<file path="src/rtl/axi_lite_master_bridge_pkg.sv">
// -----------------------------------------------------------------------------
// axi_lite_master_bridge_pkg
// Purpose : Shared AXI4-Lite types and constants for the core-to-AXI bridge.
//           Provides the protection and response types, the four AXI response
//           encodings and a helper that flags sub-word (misaligned) addresses.
// Ports   : none (package)
// -----------------------------------------------------------------------------
package axi_lite_master_bridge_pkg;

    typedef logic [2:0] prot_t;
    typedef logic [1:0] resp_t;

    localparam resp_t OKAY   = 2'b00;
    localparam resp_t EXOKAY = 2'b01;
    localparam resp_t SLVERR = 2'b10;
    localparam resp_t DECERR = 2'b11;

    localparam prot_t PROT_DEFAULT = 3'b000;

    // An address is misaligned when any byte-offset bit inside one data word is set.
    // strb_width is a power of two, so (strb_width - 1) masks exactly those bits.
    function automatic logic is_misaligned(input logic [7:0] addr_lsbs,
                                           input int unsigned strb_width);
        logic [7:0] mask;
        mask = 8'(strb_width - 32'd1);
        return |(addr_lsbs & mask);
    endfunction

endpackage

</file>
<file path="src/rtl/axi_lite_master_bridge_if.sv">
// -----------------------------------------------------------------------------
// axi_lite_master_bridge_if
// Purpose : AXI4-Lite bus bundle (AW, W, B, AR, R channels).
// Modports: master - drives AW/W/AR payload+valid, bready, rready
//           slave  - drives awready, wready, B payload+valid, arready, R payload+valid
// Params  : ADDR_WIDTH, DATA_WIDTH (STRB_WIDTH = DATA_WIDTH/8)
// -----------------------------------------------------------------------------
interface axi_lite_master_bridge_if
    import axi_lite_master_bridge_pkg::*;
#(
    parameter int ADDR_WIDTH = 32,
    parameter int DATA_WIDTH = 32,
    localparam int STRB_WIDTH = DATA_WIDTH / 8
) ();

    logic [ADDR_WIDTH-1:0] awaddr;
    prot_t                 awprot;
    logic                  awvalid;
    logic                  awready;

    logic [DATA_WIDTH-1:0] wdata;
    logic [STRB_WIDTH-1:0] wstrb;
    logic                  wvalid;
    logic                  wready;

    resp_t                 bresp;
    logic                  bvalid;
    logic                  bready;

    logic [ADDR_WIDTH-1:0] araddr;
    prot_t                 arprot;
    logic                  arvalid;
    logic                  arready;

    logic [DATA_WIDTH-1:0] rdata;
    resp_t                 rresp;
    logic                  rvalid;
    logic                  rready;

    modport master (
        output awaddr, awprot, awvalid,
        input  awready,
        output wdata, wstrb, wvalid,
        input  wready,
        input  bresp, bvalid,
        output bready,
        output araddr, arprot, arvalid,
        input  arready,
        input  rdata, rresp, rvalid,
        output rready
    );

    modport slave (
        input  awaddr, awprot, awvalid,
        output awready,
        input  wdata, wstrb, wvalid,
        output wready,
        output bresp, bvalid,
        input  bready,
        input  araddr, arprot, arvalid,
        output arready,
        output rdata, rresp, rvalid,
        input  rready
    );

endinterface

</file>
<file path="src/rtl/axi_lite_master_bridge.sv">
// -----------------------------------------------------------------------------
// axi_lite_master_bridge
// Purpose : Turns the core's single-request memory port into AXI4-Lite master
//           transactions, one in flight. Misaligned requests are answered
//           locally with SLVERR and never reach the bus.
// Ports   : aclk, areset        clock, synchronous active-high reset
//           req_valid/req_ready request handshake (ready only in IDLE)
//           req_write, req_addr, req_wdata, req_wstrb  request payload
//           rsp_valid/rsp_ready response handshake
//           rsp_rdata, rsp_resp response payload
//           m                   AXI4-Lite master port (all five channels)
// Params  : ADDR_WIDTH, DATA_WIDTH, PROT (constant awprot/arprot)
// -----------------------------------------------------------------------------
module axi_lite_master_bridge
    import axi_lite_master_bridge_pkg::*;
#(
    parameter int    ADDR_WIDTH = 32,
    parameter int    DATA_WIDTH = 32,
    parameter prot_t PROT       = 3'b000,
    localparam int   STRB_WIDTH = DATA_WIDTH / 8
) (
    input  logic                    aclk,
    input  logic                    areset,
    input  logic                    req_valid,
    output logic                    req_ready,
    input  logic                    req_write,
    input  logic [ADDR_WIDTH-1:0]   req_addr,
    input  logic [DATA_WIDTH-1:0]   req_wdata,
    input  logic [STRB_WIDTH-1:0]   req_wstrb,
    output logic                    rsp_valid,
    input  logic                    rsp_ready,
    output logic [DATA_WIDTH-1:0]   rsp_rdata,
    output resp_t                   rsp_resp,
    axi_lite_master_bridge_if.master m
);

    typedef enum logic [2:0] {
        S_IDLE  = 3'd0,
        S_WRITE = 3'd1,
        S_WRESP = 3'd2,
        S_RADDR = 3'd3,
        S_RDATA = 3'd4,
        S_RESP  = 3'd5
    } state_t;

    state_t                r_state;
    logic                  r_awvalid;
    logic                  r_wvalid;
    logic                  r_bready;
    logic                  r_arvalid;
    logic                  r_rready;
    logic [ADDR_WIDTH-1:0] r_awaddr;
    logic [ADDR_WIDTH-1:0] r_araddr;
    logic [DATA_WIDTH-1:0] r_wdata;
    logic [STRB_WIDTH-1:0] r_wstrb;
    logic                  r_rsp_valid;
    logic [DATA_WIDTH-1:0] r_rsp_rdata;
    resp_t                 r_rsp_resp;

    // A channel counts as done if it finished earlier or handshakes right now.
    logic w_aw_done;
    logic w_w_done;

    // Completion tracking for the independent AW and W channels.
    always_comb begin
        w_aw_done = (~r_awvalid) | m.awready;
        w_w_done  = (~r_wvalid)  | m.wready;
    end

    // Transaction FSM together with all bus-facing and response registers.
    always_ff @(posedge aclk) begin
        if (areset) begin
            r_state     <= S_IDLE;
            r_awvalid   <= 1'b0;
            r_wvalid    <= 1'b0;
            r_bready    <= 1'b0;
            r_arvalid   <= 1'b0;
            r_rready    <= 1'b0;
            r_awaddr    <= {ADDR_WIDTH{1'b0}};
            r_araddr    <= {ADDR_WIDTH{1'b0}};
            r_wdata     <= {DATA_WIDTH{1'b0}};
            r_wstrb     <= {STRB_WIDTH{1'b0}};
            r_rsp_valid <= 1'b0;
            r_rsp_rdata <= {DATA_WIDTH{1'b0}};
            r_rsp_resp  <= OKAY;
        end else begin
            case (r_state)
                S_IDLE: begin
                    if (req_valid) begin
                        if (is_misaligned(req_addr[7:0], STRB_WIDTH)) begin
                            // Local reject: answer straight away, bus stays quiet.
                            r_rsp_valid <= 1'b1;
                            r_rsp_resp  <= SLVERR;
                            r_rsp_rdata <= {DATA_WIDTH{1'b0}};
                            r_state     <= S_RESP;
                        end else if (req_write) begin
                            r_awaddr  <= req_addr;
                            r_wdata   <= req_wdata;
                            r_wstrb   <= req_wstrb;
                            r_awvalid <= 1'b1;
                            r_wvalid  <= 1'b1;
                            r_state   <= S_WRITE;
                        end else begin
                            r_araddr  <= req_addr;
                            r_arvalid <= 1'b1;
                            r_state   <= S_RADDR;
                        end
                    end
                end
                S_WRITE: begin
                    if (w_aw_done && w_w_done) begin
                        r_awvalid <= 1'b0;
                        r_wvalid  <= 1'b0;
                        r_bready  <= 1'b1;
                        r_state   <= S_WRESP;
                    end else begin
                        // Each valid drops on its own handshake; payload stays put.
                        if (r_awvalid && m.awready) begin
                            r_awvalid <= 1'b0;
                        end
                        if (r_wvalid && m.wready) begin
                            r_wvalid <= 1'b0;
                        end
                    end
                end
                S_WRESP: begin
                    if (m.bvalid) begin
                        r_bready    <= 1'b0;
                        r_rsp_valid <= 1'b1;
                        r_rsp_resp  <= m.bresp;
                        r_rsp_rdata <= {DATA_WIDTH{1'b0}};
                        r_state     <= S_RESP;
                    end
                end
                S_RADDR: begin
                    if (m.arready) begin
                        r_arvalid <= 1'b0;
                        r_rready  <= 1'b1;
                        r_state   <= S_RDATA;
                    end
                end
                S_RDATA: begin
                    if (m.rvalid) begin
                        // Read data is kept even when the slave signals an error.
                        r_rready    <= 1'b0;
                        r_rsp_valid <= 1'b1;
                        r_rsp_rdata <= m.rdata;
                        r_rsp_resp  <= m.rresp;
                        r_state     <= S_RESP;
                    end
                end
                S_RESP: begin
                    if (rsp_ready) begin
                        r_rsp_valid <= 1'b0;
                        r_state     <= S_IDLE;
                    end
                end
                default: begin
                    r_state <= S_IDLE;
                end
            endcase
        end
    end

    // Output mapping; req_ready is held low while reset is asserted.
    always_comb begin
        req_ready = (r_state == S_IDLE) & ~areset;
        rsp_valid = r_rsp_valid;
        rsp_rdata = r_rsp_rdata;
        rsp_resp  = r_rsp_resp;
        m.awaddr  = r_awaddr;
        m.awprot  = PROT;
        m.awvalid = r_awvalid;
        m.wdata   = r_wdata;
        m.wstrb   = r_wstrb;
        m.wvalid  = r_wvalid;
        m.bready  = r_bready;
        m.araddr  = r_araddr;
        m.arprot  = PROT;
        m.arvalid = r_arvalid;
        m.rready  = r_rready;
    end

endmodule

</file>
<file path="src/flat_wrapper.sv">
// flat-port wrapper written by rule: the top's interface ports become plain ports
module axi_lite_master_bridge_flat import axi_lite_master_bridge_pkg::*;
#(
    parameter int    ADDR_WIDTH = 32,
    parameter int    DATA_WIDTH = 32,
    parameter prot_t PROT       = 3'b000,
    localparam int   STRB_WIDTH = DATA_WIDTH / 8
)
  (aclk, areset, req_valid, req_ready, req_write, req_addr, req_wdata, req_wstrb, rsp_valid, rsp_ready, rsp_rdata, rsp_resp, m_awaddr, m_awprot, m_awvalid, m_awready, m_wdata, m_wstrb, m_wvalid, m_wready, m_bresp, m_bvalid, m_bready, m_araddr, m_arprot, m_arvalid, m_arready, m_rdata, m_rresp, m_rvalid, m_rready);
  axi_lite_master_bridge_if #(.ADDR_WIDTH(ADDR_WIDTH), .DATA_WIDTH(DATA_WIDTH)) m_i ();
  input  logic aclk;
  input  logic areset;
  input  logic req_valid;
  output logic req_ready;
  input  logic req_write;
  input  logic [ADDR_WIDTH-1:0] req_addr;
  input  logic [DATA_WIDTH-1:0] req_wdata;
  input  logic [STRB_WIDTH-1:0] req_wstrb;
  output logic rsp_valid;
  input  logic rsp_ready;
  output logic [DATA_WIDTH-1:0] rsp_rdata;
  output resp_t rsp_resp;
  output wire logic [$bits(m_i.awaddr)-1:0] m_awaddr;
  output wire logic [$bits(m_i.awprot)-1:0] m_awprot;
  output wire logic [$bits(m_i.awvalid)-1:0] m_awvalid;
  input wire logic [$bits(m_i.awready)-1:0] m_awready;
  output wire logic [$bits(m_i.wdata)-1:0] m_wdata;
  output wire logic [$bits(m_i.wstrb)-1:0] m_wstrb;
  output wire logic [$bits(m_i.wvalid)-1:0] m_wvalid;
  input wire logic [$bits(m_i.wready)-1:0] m_wready;
  input wire logic [$bits(m_i.bresp)-1:0] m_bresp;
  input wire logic [$bits(m_i.bvalid)-1:0] m_bvalid;
  output wire logic [$bits(m_i.bready)-1:0] m_bready;
  output wire logic [$bits(m_i.araddr)-1:0] m_araddr;
  output wire logic [$bits(m_i.arprot)-1:0] m_arprot;
  output wire logic [$bits(m_i.arvalid)-1:0] m_arvalid;
  input wire logic [$bits(m_i.arready)-1:0] m_arready;
  input wire logic [$bits(m_i.rdata)-1:0] m_rdata;
  input wire logic [$bits(m_i.rresp)-1:0] m_rresp;
  input wire logic [$bits(m_i.rvalid)-1:0] m_rvalid;
  output wire logic [$bits(m_i.rready)-1:0] m_rready;
  assign m_awaddr = m_i.awaddr;
  assign m_awprot = m_i.awprot;
  assign m_awvalid = m_i.awvalid;
  assign m_i.awready = m_awready;
  assign m_wdata = m_i.wdata;
  assign m_wstrb = m_i.wstrb;
  assign m_wvalid = m_i.wvalid;
  assign m_i.wready = m_wready;
  assign m_i.bresp = m_bresp;
  assign m_i.bvalid = m_bvalid;
  assign m_bready = m_i.bready;
  assign m_araddr = m_i.araddr;
  assign m_arprot = m_i.arprot;
  assign m_arvalid = m_i.arvalid;
  assign m_i.arready = m_arready;
  assign m_i.rdata = m_rdata;
  assign m_i.rresp = m_rresp;
  assign m_i.rvalid = m_rvalid;
  assign m_rready = m_i.rready;
  axi_lite_master_bridge #(.ADDR_WIDTH(ADDR_WIDTH), .DATA_WIDTH(DATA_WIDTH), .PROT(PROT)) u_core (.aclk(aclk), .areset(areset), .req_valid(req_valid), .req_ready(req_ready), .req_write(req_write), .req_addr(req_addr), .req_wdata(req_wdata), .req_wstrb(req_wstrb), .rsp_valid(rsp_valid), .rsp_ready(rsp_ready), .rsp_rdata(rsp_rdata), .rsp_resp(rsp_resp), .m(m_i));
endmodule
</file>
<file path="config.mk">
export PLATFORM = sky130hd
export DESIGN_NAME = axi_lite_master_bridge_flat
export DESIGN_NICKNAME = d
export VERILOG_FILES = /design/src/rtl/axi_lite_master_bridge_pkg.sv /design/src/rtl/axi_lite_master_bridge_if.sv /design/src/rtl/axi_lite_master_bridge.sv /design/src/flat_wrapper.sv
export SDC_FILE = /design/constraint.sdc
export NUM_CORES = 1
export LEC_CHECK = 0
export ABC_AREA = 1
export ABC_CLOCK_PERIOD_IN_PS = 1400
export BUFFER_PORTS_ARGS = -buffer_cell sky130_fd_sc_hd__clkbuf_2
export CELL_PAD_IN_SITES_DETAIL_PLACEMENT = 0
export CELL_PAD_IN_SITES_GLOBAL_PLACEMENT = 2
export CORE_ASPECT_RATIO = 0.6
export CORE_MARGIN = 4
export CORE_UTILIZATION = 21
export CTS_CLUSTER_SIZE = 16
export DETAILED_ROUTE_END_ITERATION = 16
export PLACE_DENSITY = 0.77
export SLEW_MARGIN = 5
export SYNTH_ARGS = -nofsm -noshare
export SYNTH_HDL_FRONTEND = slang
export SYNTH_SLANG_ARGS = --single-unit
</file>
<file path="constraint.sdc">
create_clock -name aclk -period 1.4 [get_ports aclk]
set_input_delay 0.14 -clock aclk [delete_from_list [all_inputs] [get_ports aclk]]
set_output_delay 0.14 -clock aclk [all_outputs]
set_load 0.05 [all_outputs]
</file>
; ---- Word-level counts from Yosys, hierarchy flattened
; Cells that the tools add are included.
[classes]
n_eq_ne = 17
n_mux = 45
n_bitwise = 8
n_reduce_logical = 21
[ops]
columns = operator, count
row1 = 2-to-1 mux 32 bit, 4
row2 = one-hot mux 32 bit (3 select lines), 1
row3 = 2-to-1 mux 3 bit, 7
row4 = 2-to-1 mux 1 bit, 20
row5 = AND reduction 5 bit, 4
row6 = one-hot mux 3 bit (6 select lines), 1
row7 = "!= test 2 bit, second input constant", 8
row8 = AND reduction 6 bit, 2
row9 = 2-to-1 mux 2 bit, 5
row10 = one-hot mux 1 bit (2 select lines), 5
row11 = AND reduction 4 bit, 2
row12 = nonzero test 2 bit, 4
row13 = "equality test 3 x 2 -> 1 bit, second input constant", 2
row14 = "equality test 3 bit, second input constant", 2
row15 = "!= test 3 x 1 -> 1 bit, second input constant", 2
row16 = one-hot mux 2 bit (3 select lines), 1
row17 = AND reduction 3 bit, 2
row18 = inverter 1 bit, 5
row19 = "!= test 2 x 1 -> 1 bit, second input constant", 2
row20 = one-hot mux 1 bit (4 select lines), 1
row21 = nonzero test 4 bit, 1
row22 = "equality test 3 x 1 -> 1 bit, second input constant", 1
row23 = logical AND 1 bit, 3
row24 = zero test 3 bit, 1
row25 = 4 further kinds, 5
[totals]
register_bits = 143
input_bits = 114
word_cells = 104

; ---- Logic depth before layout (Yosys ltp)
; Gate-level depths: netlist of the first run.
[logic_depth]
ltp_word = 5
depth_mapped = 9
ltp_nobuf = 9

; ---- Worst setup path after synthesis of the first run
; Ideal clock, no wire load.
[synth_path]
kind = flip-flop to output port
from = register u_core.r_state[0]
to = output port req_ready
t_arrival_ns = 1.267
required_ns = 1.260
path_slack_ns = -0.007
path_stages_with_launch = 4
path_buffers = 0
cell_sequence = dfxtp_1 -> nor2_4 -> nand2_2 -> nor2_1
[synth_via]
elab_chain_len = 2
[synth_lines]
columns = element, line_no
row1 = from (decl), axi_lite_master_bridge.sv:46  ; state_t r_state;
row2 = from (signal assigned), axi_lite_master_bridge.sv:73  ; r_state <= S_IDLE;
row3 = from (signal assigned), axi_lite_master_bridge.sv:95  ; r_state <= S_RESP;
row4 = from (signal assigned), axi_lite_master_bridge.sv:102  ; r_state <= S_WRITE;
row5 = zero test 3 bit, axi_lite_master_bridge.sv:167  ; req_ready = (r_state == S_IDLE) & ~areset;
row6 = bitwise AND 1 bit, axi_lite_master_bridge.sv:167
row7 = to (decl), flat_wrapper.sv:14  ; output logic req_ready;
; No other way between the ends.

; ---- Worst setup path after layout of the first run
[layout_path]
from = register u_core.r_state[0]
to = register u_core.r_rsp_rdata[23], in the netlist u_core.rsp_rdata[23]
[layout_via]
elab_chain_len = 3
[layout_lines]
columns = element, line_no
row1 = "equality test 3 bit, or another cell as far along", axi_lite_master_bridge.sv:87  ; case (r_state)
row2 = "!= test 2 bit (no line), or another cell as far along", n/a
row3 = AND reduction 5 bit (no line), n/a
row4 = to (signal assigned), axi_lite_master_bridge.sv:84  ; r_rsp_rdata <= {DATA_WIDTH{1'b0}};
row5 = to (signal assigned), axi_lite_master_bridge.sv:94  ; r_rsp_rdata <= {DATA_WIDTH{1'b0}};
row6 = to (signal assigned), axi_lite_master_bridge.sv:131  ; r_rsp_rdata <= {DATA_WIDTH{1'b0}};
row7 = to (decl), axi_lite_master_bridge.sv:57  ; logic [DATA_WIDTH-1:0] r_rsp_rdata;
; Several ways; a longest one is shown, not always the timed one.
; A chain may end at the register's enable or synchronous reset.

==> impl_metrics.env, run 1 <==
export IMPL_status="complete, but fails checks"
export IMPL_violations="negative setup slack"
export IMPL_finalClockSkew_ns=0.007083
export IMPL_yosysWarnings=0
export IMPL_path_clk_slew_ns=0.06
export IMPL_slew_viol_final=0
export IMPL_coreArea_sq_um=25560
export IMPL_synth_top_cell_area_share_pct=51.86
export IMPL_io_buffers=254
export IMPL_initial_core_util_pct=21.60
export IMPL_synth_top_family_by_area="simple AND/OR/NAND/NOR gates"
export IMPL_cts_buffer_depth=2
export IMPL_cp_required_ns=1.72
export IMPL_antenna_found_initial=1
export IMPL_gp_congestion=0.8027
export IMPL_cts_tree="yes"
export IMPL_r2r_end="u_core.rsp_rdata[23]$_SDFFE_PP0P_"
export IMPL_cp_start_kind="flop"
export IMPL_vias=6213
export IMPL_numCtsBuffers=17
export IMPL_synthSimpleGateAreaFrac_pct=29.22
export IMPL_cp_slowest_cell="dfxtp_4"
export IMPL_drive_gt1_share_pct=45.05
export IMPL_grt_max_degree=74
export IMPL_r2r_cells=10
export IMPL_ys_seq_elements=143
export IMPL_rows=45
export IMPL_hold_path_class="input pin to flop"
export IMPL_utilization_pct=40.31
export IMPL_dp_cells=1363
export IMPL_synthXorXnorAreaFrac_pct=0
export IMPL_fill_cells=2656
export IMPL_layoutNonFillerInstCount=1524
export IMPL_max_stage_delay_ns=0.36
export IMPL_grt_overflow=0
export IMPL_grt_pass1_wl_mm=34.73
export IMPL_reg2reg_slack_ns=-0.17
export IMPL_rr_startpoint="u_core.r_state[0]$_SDFFE_PP0P_"
export IMPL_synth_cells=762
export IMPL_syn_area_sq_um=5520
export IMPL_routed_wl_met2_mm=9.703
export IMPL_post_synth_top_area_cell="dfxtp_1"
export IMPL_insertion_delay_ns=0.43
export IMPL_maxCapViolations=0
export IMPL_crit_path_end_kind="flop"
export IMPL_synth_compound_area_share_pct=10.63
export IMPL_power_density_nw_per_um2=1951
export IMPL_syn2layout_area_growth_pct=86.65
export IMPL_crit_type="flop to flop"
export IMPL_grt_pass1_vias=6025
export IMPL_io_pins=261
export IMPL_grt_setup_unrepaired="true"
export IMPL_die_h_um=133.6
export IMPL_dieArea_sq_um=29030
export IMPL_setup_slack_ns=-0.1722
export IMPL_ys_seq_area_share_pct=51.86
export IMPL_firstDrtPassIters=4
export IMPL_hold_end="u_core.rsp_rdata[16]$_SDFFE_PP0P_"
export IMPL_p_total_mw=20.10
export IMPL_synth_mux_area_share_pct=0
export IMPL_cp_max_fo=7
export IMPL_fin_crit_sh_pct=112.3
export IMPL_clkSinkCount=143
export IMPL_postRouteAntennaNets=0
export IMPL_path_delay_family="buffers and inverters"
export IMPL_critPathArrivalTime_ns=1.90
export IMPL_finalHoldViolations=0
export IMPL_hold_path_startpoint="m_rdata[16]"
export IMPL_routed_wl_mm=23.62
export IMPL_groute_usage_overall_pct=15.53
export IMPL_nNetsFinal=1273
export IMPL_post_synth_main_area_contributors="dfxtp_1, nor2_1, o21ai_0, nand2_1, buf_6"
export IMPL_setup_viol=137
export IMPL_wl_met1_mm=12.19
export IMPL_period_needed_ns=1.572
export IMPL_routed_via_density=4.077
export IMPL_highest_layer="met5"
export IMPL_worst_path_buf_inv=4
export IMPL_die_x_um=217.3
export IMPL_h_tree_depth=4
export IMPL_insertedDiodeCount=0
export IMPL_syn_area_per_cell_sq_um=7.244
export IMPL_routedWlPerCell_um=15.50
export IMPL_ys_types=24
export IMPL_hpwl_mm=14.41
export IMPL_max_freq_mhz=636.0
export IMPL_synth_adder_area_share_pct=0
export IMPL_crit_path_start="u_core.r_state[0]$_SDFFE_PP0P_"
export IMPL_ir_worst_vdd_uv=769.6
export IMPL_hold_depth=5
export IMPL_worstPathCellList="nor2_4 -> buf_4 -> nand3_1 -> nand3_2 -> nor2_4 -> buf_12 -> buf_4 -> buf_16 -> o21ai_1 -> nor2_1"
export IMPL_drc=0
export IMPL_wl_met3_mm=1.474
export IMPL_drt_iter0_markers=314
export IMPL_p_leak_nw=4.804
export IMPL_cts_root_buffer="clkbuf_16"
==> layer usage <==
layer	GRT usage, %	vias up
met4	3.918	2
met1	21.98	2869
met5	0	-
met2	22.04	155
li1	-	3173
met3	5.995	14
==> timing repair <==
item                                    4_1_cts  5_1_grt
gates resized for setup                     152      168
endpoints found under the hold margin       119        0
hold buffers                                 89        0
endpoints found under the setup margin      136      144
buffers inserted                             27        5
gates cloned                                 14        6
pin swaps                                    12       58
==> cell type report <==
type	count	area (sq um)	area share, %
Timing Repair Buffer	422	3343	32.45
Sequential cell	143	2874	27.89
Multi-Input combinational cell	537	2838	27.54
Tap cell	352	440.4	4.274
Clock buffer	18	429.2	4.165
Inverter	36	187.7	1.821
Clock inverter	14	167.7	1.627
Timing Repair inverter	2	23.77	0.2307
==> power by group <==
group          internal (mW)  switching, mW
logic                   3.98           6.17
registers               4.83          0.456
clock network           2.80           1.88
total                   11.6           8.50
==> synth_stat cells <==
| cell | count |
|---|---|
| nor2_1 | 292 |
| dfxtp_1 | 143 |
| nand2_1 | 106 |
| o21ai_0 | 87 |
| inv_1 | 33 |
| o21ai_1 | 21 |
| clkbuf_1 | 19 |
| buf_6 | 12 |
| buf_2 | 11 |
| nand3_1 | 9 |
| buf_4 | 6 |
| a21oi_1 | 4 |
| buf_1 | 3 |
| nor3_1 | 3 |
| inv_2 | 2 |
| nor2_4 | 2 |
| o211ai_1 | 2 |
| and2_1 | 1 |
| clkinv_2 | 1 |
| conb_1 | 1 |
| nand2_2 | 1 |
| nand3_4 | 1 |
| nor2_2 | 1 |
| o221a_2 | 1 |
==> tightest hold or removal path: cells and delay by family <==
family | cells | cell delay [ns]
AND/OR/NAND/NOR | 3 | 0.16
buffers and inverters | 2 | 0.13
==> cell families after synthesis <==
family,Yosys count
other,1
and+or+nand+nor,416
AOI/OAI and AO/OA,115
buffers and inverters,87
DFF,143
==> through the flow <==
step	hold WS (ns)	setup slack (ns)	setup TNS, ns	cell area, sq um
after floorplan	0.2185	0.02628	0	5542
after global placement	0.3906	-0.1753	-6.020	7363
after global routing	0.05105	-0.2373	-20.73	10300
after CTS	0.01843	-0.1561	-13.46	9834
final	0.03438	-0.1722	-10.42	10300
after detailed placement	0.3969	-0.1719	-8.836	7363
==> state kept, by name (all words and copies together), names as in the netlist <==
signal / count
u_core.m.araddr: 32
u_core.m.arvalid: 1
u_core.m.awaddr: 32
u_core.m.awvalid: 1
u_core.m.bready: 1
u_core.m.rready: 1
u_core.m.wdata: 32
u_core.m.wstrb: 4
u_core.m.wvalid: 1
u_core.r_state: 3
u_core.rsp_rdata: 32
u_core.rsp_resp: 2
u_core.rsp_valid: 1
==> how the worst max path moves through the flow <==
stage | end | depth (start not counted) | slack, ns
after global placement | u_core.rsp_resp[0]$_SDFFE_PP0P_ | 10 | -0.18
after detailed placement | u_core.rsp_rdata[4]$_SDFFE_PP0P_ | 10 | -0.17
after global routing | u_core.rsp_rdata[16]$_SDFFE_PP0P_ | 9 | -0.24
after CTS | req_ready | 5 | -0.16
final | u_core.rsp_rdata[23]$_SDFFE_PP0P_ | 10 | -0.17
after floorplan | u_core.m.awaddr[10]$_SDFFE_PP0P_ | 8 | 0.03
==> cells in the final DEF (no fill, tap or decap), drive strengths merged <==
cell,n
nor2,295
nand3,10
o211ai,2
and2,1
dfxtp,143
bufinv,3
o21ai,108
clkbuf,277
clkinvlp,5
nor3,3
bufbuf,1
buf,73
inv,34
conb,6
clkinv,10
a21oi,4
nand2,107
dlygate4sd3,89
o221a,1
(Power assumes the default switching activity.)
==> inputs of run 2 (changes only) <==
Settings changed: ABC_CLOCK_PERIOD_IN_PS 1400 to 1500, CORE_UTILIZATION 21 to 24, PLACE_DENSITY 0.77 to 0.83.
Clock period 1.4 ns to 1.5 ns, I/O delays scaled along.
==> run 2 against run 1 <==
The run ends with negative hold slack, negative setup slack left. Setup slack improved by 0.14 ns. Power fell by 18%. Flip-flop and latch count did not move. Cell area down 16%. Largest power group unchanged. Hold slack worse by 0.038 ns. Register-to-register slack better by 0.18 ns. Clock skew fell by 0.0032 ns. Largest cell class is now sequential cells. Critical path type is now flop to output pin.
==> impl_metrics.env, run 2 (same netlist as run 1, synthesis figures left out) <==
export IMPL_status="complete, but fails checks"
export IMPL_violations="negative hold slack, negative setup slack"
export IMPL_groute_usage_overall_pct=14.80
export IMPL_grt_setup_unrepaired="true"
export IMPL_ir_worst_vdd_uv=839.5
export IMPL_routedWlPerCell_um=13.42
export IMPL_hold_depth=3
export IMPL_vias=5770
export IMPL_grt_max_degree=49
export IMPL_postRouteAntennaNets=0
export IMPL_dieArea_sq_um=25570
export IMPL_routed_via_density=4.072
export IMPL_fill_cells=2397
export IMPL_reg2reg_slack_ns=0.01
export IMPL_drt_iter0_markers=242
export IMPL_crit_type="flop to output pin"
export IMPL_p_leak_nw=4.169
export IMPL_routed_wl_mm=19.02
export IMPL_cp_max_fo=3
export IMPL_holdWs_ns=-0.003231
export IMPL_io_buffers=254
export IMPL_critPathArrivalTime_ns=1.39
export IMPL_grt_pass1_vias=5680
export IMPL_clkSinkCount=143
export IMPL_crit_path_end_kind="output pin"
export IMPL_final_cell_mix="nor2_1, clkbuf_2, dfxtp_1, nand2_1, o21ai_0"
export IMPL_grt_pass1_wl_mm=30.46
export IMPL_syn2layout_area_growth_pct=57.64
export IMPL_fin_crit_sh_pct=102.4
export IMPL_cp_required_ns=1.35
export IMPL_max_freq_mhz=651.0
export IMPL_cts_tree="yes"
export IMPL_hold_path_startpoint="req_wdata[7]"
export IMPL_hpwl_mm=13.66
export IMPL_drc=0
export IMPL_nNetsFinal=1209
export IMPL_finalClockSkew_ns=0.003924
export IMPL_setup_slack_ns=-0.03610
export IMPL_drive_gt1_share_pct=30.78
export IMPL_io_pins=261
export IMPL_numCtsBuffers=17
export IMPL_cts_buffer_depth=2
export IMPL_rows=42
export IMPL_h_tree_depth=4
export IMPL_grt_overflow=0
export IMPL_multi_input_area_sq_um=2263
export IMPL_finalHoldViolations=1
export IMPL_path_clk_slew_ns=0.06
export IMPL_seq_area_sq_um=2869
export IMPL_hold_end="u_core.m.wdata[7]$_SDFFE_PP0P_"
export IMPL_hold_path_class="input pin to flop"
export IMPL_r2r_end="u_core.rsp_rdata[16]$_SDFFE_PP0P_"
export IMPL_slew_viol_final=0
export IMPL_antenna_found_initial=1
export IMPL_postLayoutCellArea_sq_um=8702
export IMPL_coreArea_sq_um=22330
export IMPL_rr_startpoint="u_core.r_state[0]$_SDFFE_PP0P_"
export IMPL_die_x_um=203.8
export IMPL_insertion_delay_ns=0.42
export IMPL_final_common_cell="nor2_1"
export IMPL_cp_start_kind="flop"
export IMPL_cts_root_buffer="clkbuf_16"
export IMPL_setup_viol=1
export IMPL_die_h_um=125.5
export IMPL_firstDrtPassIters=4
export IMPL_r2r_cells=9
export IMPL_p_total_mw=16.54
export IMPL_power_density_nw_per_um2=1901
export IMPL_maxCapViolations=0
export IMPL_initial_core_util_pct=24.72
export IMPL_period_needed_ns=1.536
export IMPL_placedInstanceArea_sq_um=7242
export IMPL_gp_congestion=0.7568
==> run 2: critical path: stages, from the launching register on <==
cell and delay [ns]:
dfxtp_2 0.34, nor2_4 0.15, nand2_4 0.08, buf_6 0.13
nor2_4 0.09, clkbuf_16 0.17
==> run 2: power by group <==
group	internal [mW]	total [mW]	switching, mW
sequential	4.49	4.89	0.396
combinational	2.23	7.12	4.89
clock	2.83	4.53	1.70
==> run 2: worst max-delay path by stage <==
stage | startpoint | to | slack (ns)
2_1_floorplan | u_core.r_state[0]$_SDFFE_PP0P_ | req_ready | 0.08
3_3_place_gp | u_core.r_state[2]$_SDFFE_PP0P_ | u_core.rsp_rdata[27]$_SDFFE_PP0P_ | -0.07
3_5_place_dp | u_core.r_state[0]$_SDFFE_PP0P_ | u_core.m.araddr[17]$_SDFFE_PP0P_ | -0.1
4_1_cts | u_core.r_state[1]$_SDFFE_PP0P_ | req_ready | -0.08
5_1_grt | u_core.r_state[1]$_SDFFE_PP0P_ | req_ready | -0.11
6_report | u_core.r_state[1]$_SDFFE_PP0P_ | req_ready | -0.04
==> run 2: area by class of cell <==
class	instances	area share, %
flip-flops and latches	143	32.97
repair buffers	360	27.76
multi-input cells	537	26.01
clock buffers	18	5.047
well taps	308	4.428
clock inverters	14	2.171
inverters	36	1.582
diodes	1	0.02876
==> run 2: through the flow <==
step	TNS [ns]	hold WS, ns	cells	setup WS [ns]	utilization, %
4_1_cts	-0.08566	0.001774	1415	-0.07879	38.77
2_1_floorplan	0	0.2285	767	0.08341	-
3_5_place_dp	-2.472	0.4054	1309	-0.09614	32.43
6_report	-0.03610	-0.003231	1417	-0.03610	38.96
5_1_grt	-2.352	0.02420	1417	-0.1108	38.96
3_3_place_gp	-0.9967	0.4004	1309	-0.06816	32.43
==> run 2: timing repair <==
action                                  4_1_cts  5_1_grt
resized for setup                            14       16
gates cloned                                  0        1
endpoints found under the hold margin        96        0
endpoints found under the setup margin       58       70
pin swaps                                     3        1
setup buffers                                 1        0
hold buffers                                 73        0
==> run 2: per-layer routing <==
metal  vias to the layer above  track usage (%)  part of all wire [%]
met5                         -                0                     0
met4                         0            5.232                   1.9
met1                      2568            19.97                    48
met2                       147            21.62                    42
li1                       3031                -                     -
met3                        24            5.642                   7.7
==> inputs of run 3 (changes only) <==
Settings changed: ABC_CLOCK_PERIOD_IN_PS 1500 to 1400, CAP_MARGIN set to 30, CORE_UTILIZATION 24 to 21, HOLD_SLACK_MARGIN set to 0.05, PLACE_DENSITY 0.83 to 0.77.
Clock period 1.5 ns to 1.4 ns, I/O delays scaled along.
==> run 3 against run 2 <==
Largest cell class is now buffers. Utilization increased by 1.9 points. Global-route usage increased by 0.84 points. Routed wire length increased by 25%. The flow finishes with violations (negative setup slack). Cell count increased by 8.5%. Highest routed layer is now met5. Sequential power increased by 8.0%. Clock skew increased by 0.0011 ns. Hold slack improved by 0.076 ns. Clock-buffer cell count unchanged.
==> impl_metrics.env, run 3 (same netlist as run 1, synthesis figures left out) <==
export IMPL_firstDrtPassIters=4
export IMPL_setup_viol=137
export IMPL_rr_startpoint="u_core.r_state[0]$_SDFFE_PP0P_"
export IMPL_fill_cells=2637
export IMPL_fin_crit_sh_pct=112.4
export IMPL_hpwl_mm=14.41
export IMPL_groute_usage_overall_pct=15.64
export IMPL_violations="negative setup slack"
export IMPL_maxCapViolations=0
export IMPL_crit_path_end_kind="flop"
export IMPL_final_cell_mix="clkbuf_2, nor2_1, dfxtp_1, dlygate4sd3_1, nand2_1"
export IMPL_initial_core_util_pct=21.60
export IMPL_p_leak_nw=4.858
export IMPL_postRouteAntennaNets=0
export IMPL_io_pins=261
export IMPL_setup_worst_path_end="u_core.rsp_rdata[23]$_SDFFE_PP0P_"
export IMPL_routed_via_density=4.066
export IMPL_final_common_cell="clkbuf_2"
export IMPL_fin_tns_setup_ns=-10.48
export IMPL_grt_overflow=0
export IMPL_clkSinkCount=143
export IMPL_slew_viol_final=0
export IMPL_dp_cells=1363
export IMPL_gp_congestion=0.8027
export IMPL_crit_type="flop to flop"
export IMPL_antenna_found_initial=1
export IMPL_vias=6250
export IMPL_grt_pass1_wl_mm=35.07
export IMPL_grt_use_met1_pct=22.16
export IMPL_grt_max_degree=74
export IMPL_insertedDiodeCount=0
export IMPL_grt_pass1_vias=6109
export IMPL_h_tree_depth=4
export IMPL_routedWlPerCell_um=15.41
export IMPL_grt_setup_unrepaired="true"
export IMPL_routed_wl_mm=23.69
export IMPL_hold_path_startpoint="m_rvalid"
export IMPL_finalHoldViolations=0
export IMPL_cts_root_buffer="clkbuf_16"
export IMPL_drive_gt1_share_pct=44.56
export IMPL_finalClockSkew_ns=0.005067
export IMPL_rows=45
export IMPL_critPathArrivalTime_ns=1.90
export IMPL_crit_path_start="u_core.r_state[0]$_SDFFE_PP0P_"
export IMPL_cp_start_kind="flop"
export IMPL_path_clk_slew_ns=0.06
export IMPL_die_h_um=133.6
export IMPL_dieArea_sq_um=29030
export IMPL_drc=0
export IMPL_nNetsFinal=1286
export IMPL_grt_met3_usage_pct=5.858
export IMPL_period_needed_ns=1.573
export IMPL_max_freq_mhz=635.7
export IMPL_cts_buffer_depth=2
export IMPL_insertion_delay_ns=0.43
export IMPL_coreArea_sq_um=25560
export IMPL_r2r_cells=10
export IMPL_hold_path_class="input pin to flop"
export IMPL_cp_required_ns=1.73
export IMPL_ir_worst_vdd_uv=770.5
export IMPL_die_x_um=217.3
export IMPL_drt_iter0_markers=285
export IMPL_setup_slack_ns=-0.1730
export IMPL_r2r_end="u_core.rsp_rdata[23]$_SDFFE_PP0P_"
export IMPL_syn2layout_area_growth_pct=89.01
export IMPL_cp_max_fo=7
export IMPL_power_density_nw_per_um2=1929
export IMPL_dp_slack_ns=-0.1719
export IMPL_reg2reg_slack_ns=-0.17
export IMPL_io_buffers=254
export IMPL_grt_util_met2_pct=22.32
export IMPL_cts_tree="yes"
export IMPL_numCtsBuffers=17
export IMPL_layoutNonFillerInstCount=1537
export IMPL_grt_busiest_layer="met2"
export IMPL_status="complete, but fails checks"
## run 3: per-stage QoR
step / hold WS, ns / utilization [%] / total power, mW / cell area [sq um]
floorplan: 0.2185 / - / 10.54 / 5542
global placement: 0.3906 / 28.81 / 12.51 / 7363
detailed placement: 0.3969 / 28.81 / 12.53 / 7363
CTS: 0.05425 / 38.98 / 19.47 / 9965
global route: 0.06004 / 40.82 / 21.35 / 10430
finish: 0.07295 / 40.82 / 20.13 / 10430
## run 3: layout make-up
class	count	area (sq um)	share of cell area, %
Inverter	36	187.7	1.799
Clock buffer	18	429.2	4.113
Clock inverter	14	167.7	1.607
Multi-Input combinational cell	537	2838	27.20
Tap cell	352	440.4	4.221
Sequential cell	143	2874	27.55
Timing Repair inverter	2	23.77	0.2278
Timing Repair Buffer	435	3473	33.29
## run 3: repair_timing
item / in CTS / in global routing
pin swaps: 12 / 58
setup buffers: 27 / 5
hold buffers: 102 / 0
endpoints found under the hold margin: 130 / 0
setup endpoints to repair: 136 / 144
cloned: 14 / 6
gates resized for setup: 152 / 168
## run 3: worst min-delay path by stage
stage                                  endpoint  slack [ns]  cells after the start
2_1_floorplan     u_core.m.arvalid$_SDFFE_PP0P_        0.22                      1
3_3_place_gp    u_core.m.wdata[20]$_SDFFE_PP0P_        0.39                      3
3_5_place_dp   u_core.m.awaddr[18]$_SDFFE_PP0P_        0.40                      3
4_1_cts          u_core.r_state[2]$_SDFFE_PP0P_        0.05                      4
5_1_grt            u_core.m.rready$_SDFFE_PP0P_        0.06                      3
6_report           u_core.m.rready$_SDFFE_PP0P_        0.07                      3
## run 3: power by group
group	total (mW)	leakage (nW)	switching [mW]	internal (mW)
registers	5.28	1.16	0.456	4.83
logic	10.2	3.41	6.18	4.00
clock network	4.67	0.286	1.87	2.80
## run 3: layer usage
layer,share of wire [%],routed length (um)
met5,0.034,8
met3,6.4,1505
met4,1.1,250
met2,41,9781
met1,51,12140
## run 3: critical path: stages (launching register included)
cell and delay (ns):
dfxtp_4 0.36, nor2_4 0.13, buf_4 0.13, nand3_1 0.11, nand3_2 0.12, nor2_4 0.05, buf_12 0.14, buf_4 0.14
buf_16 0.13, o21ai_1 0.11, nor2_1 0.05
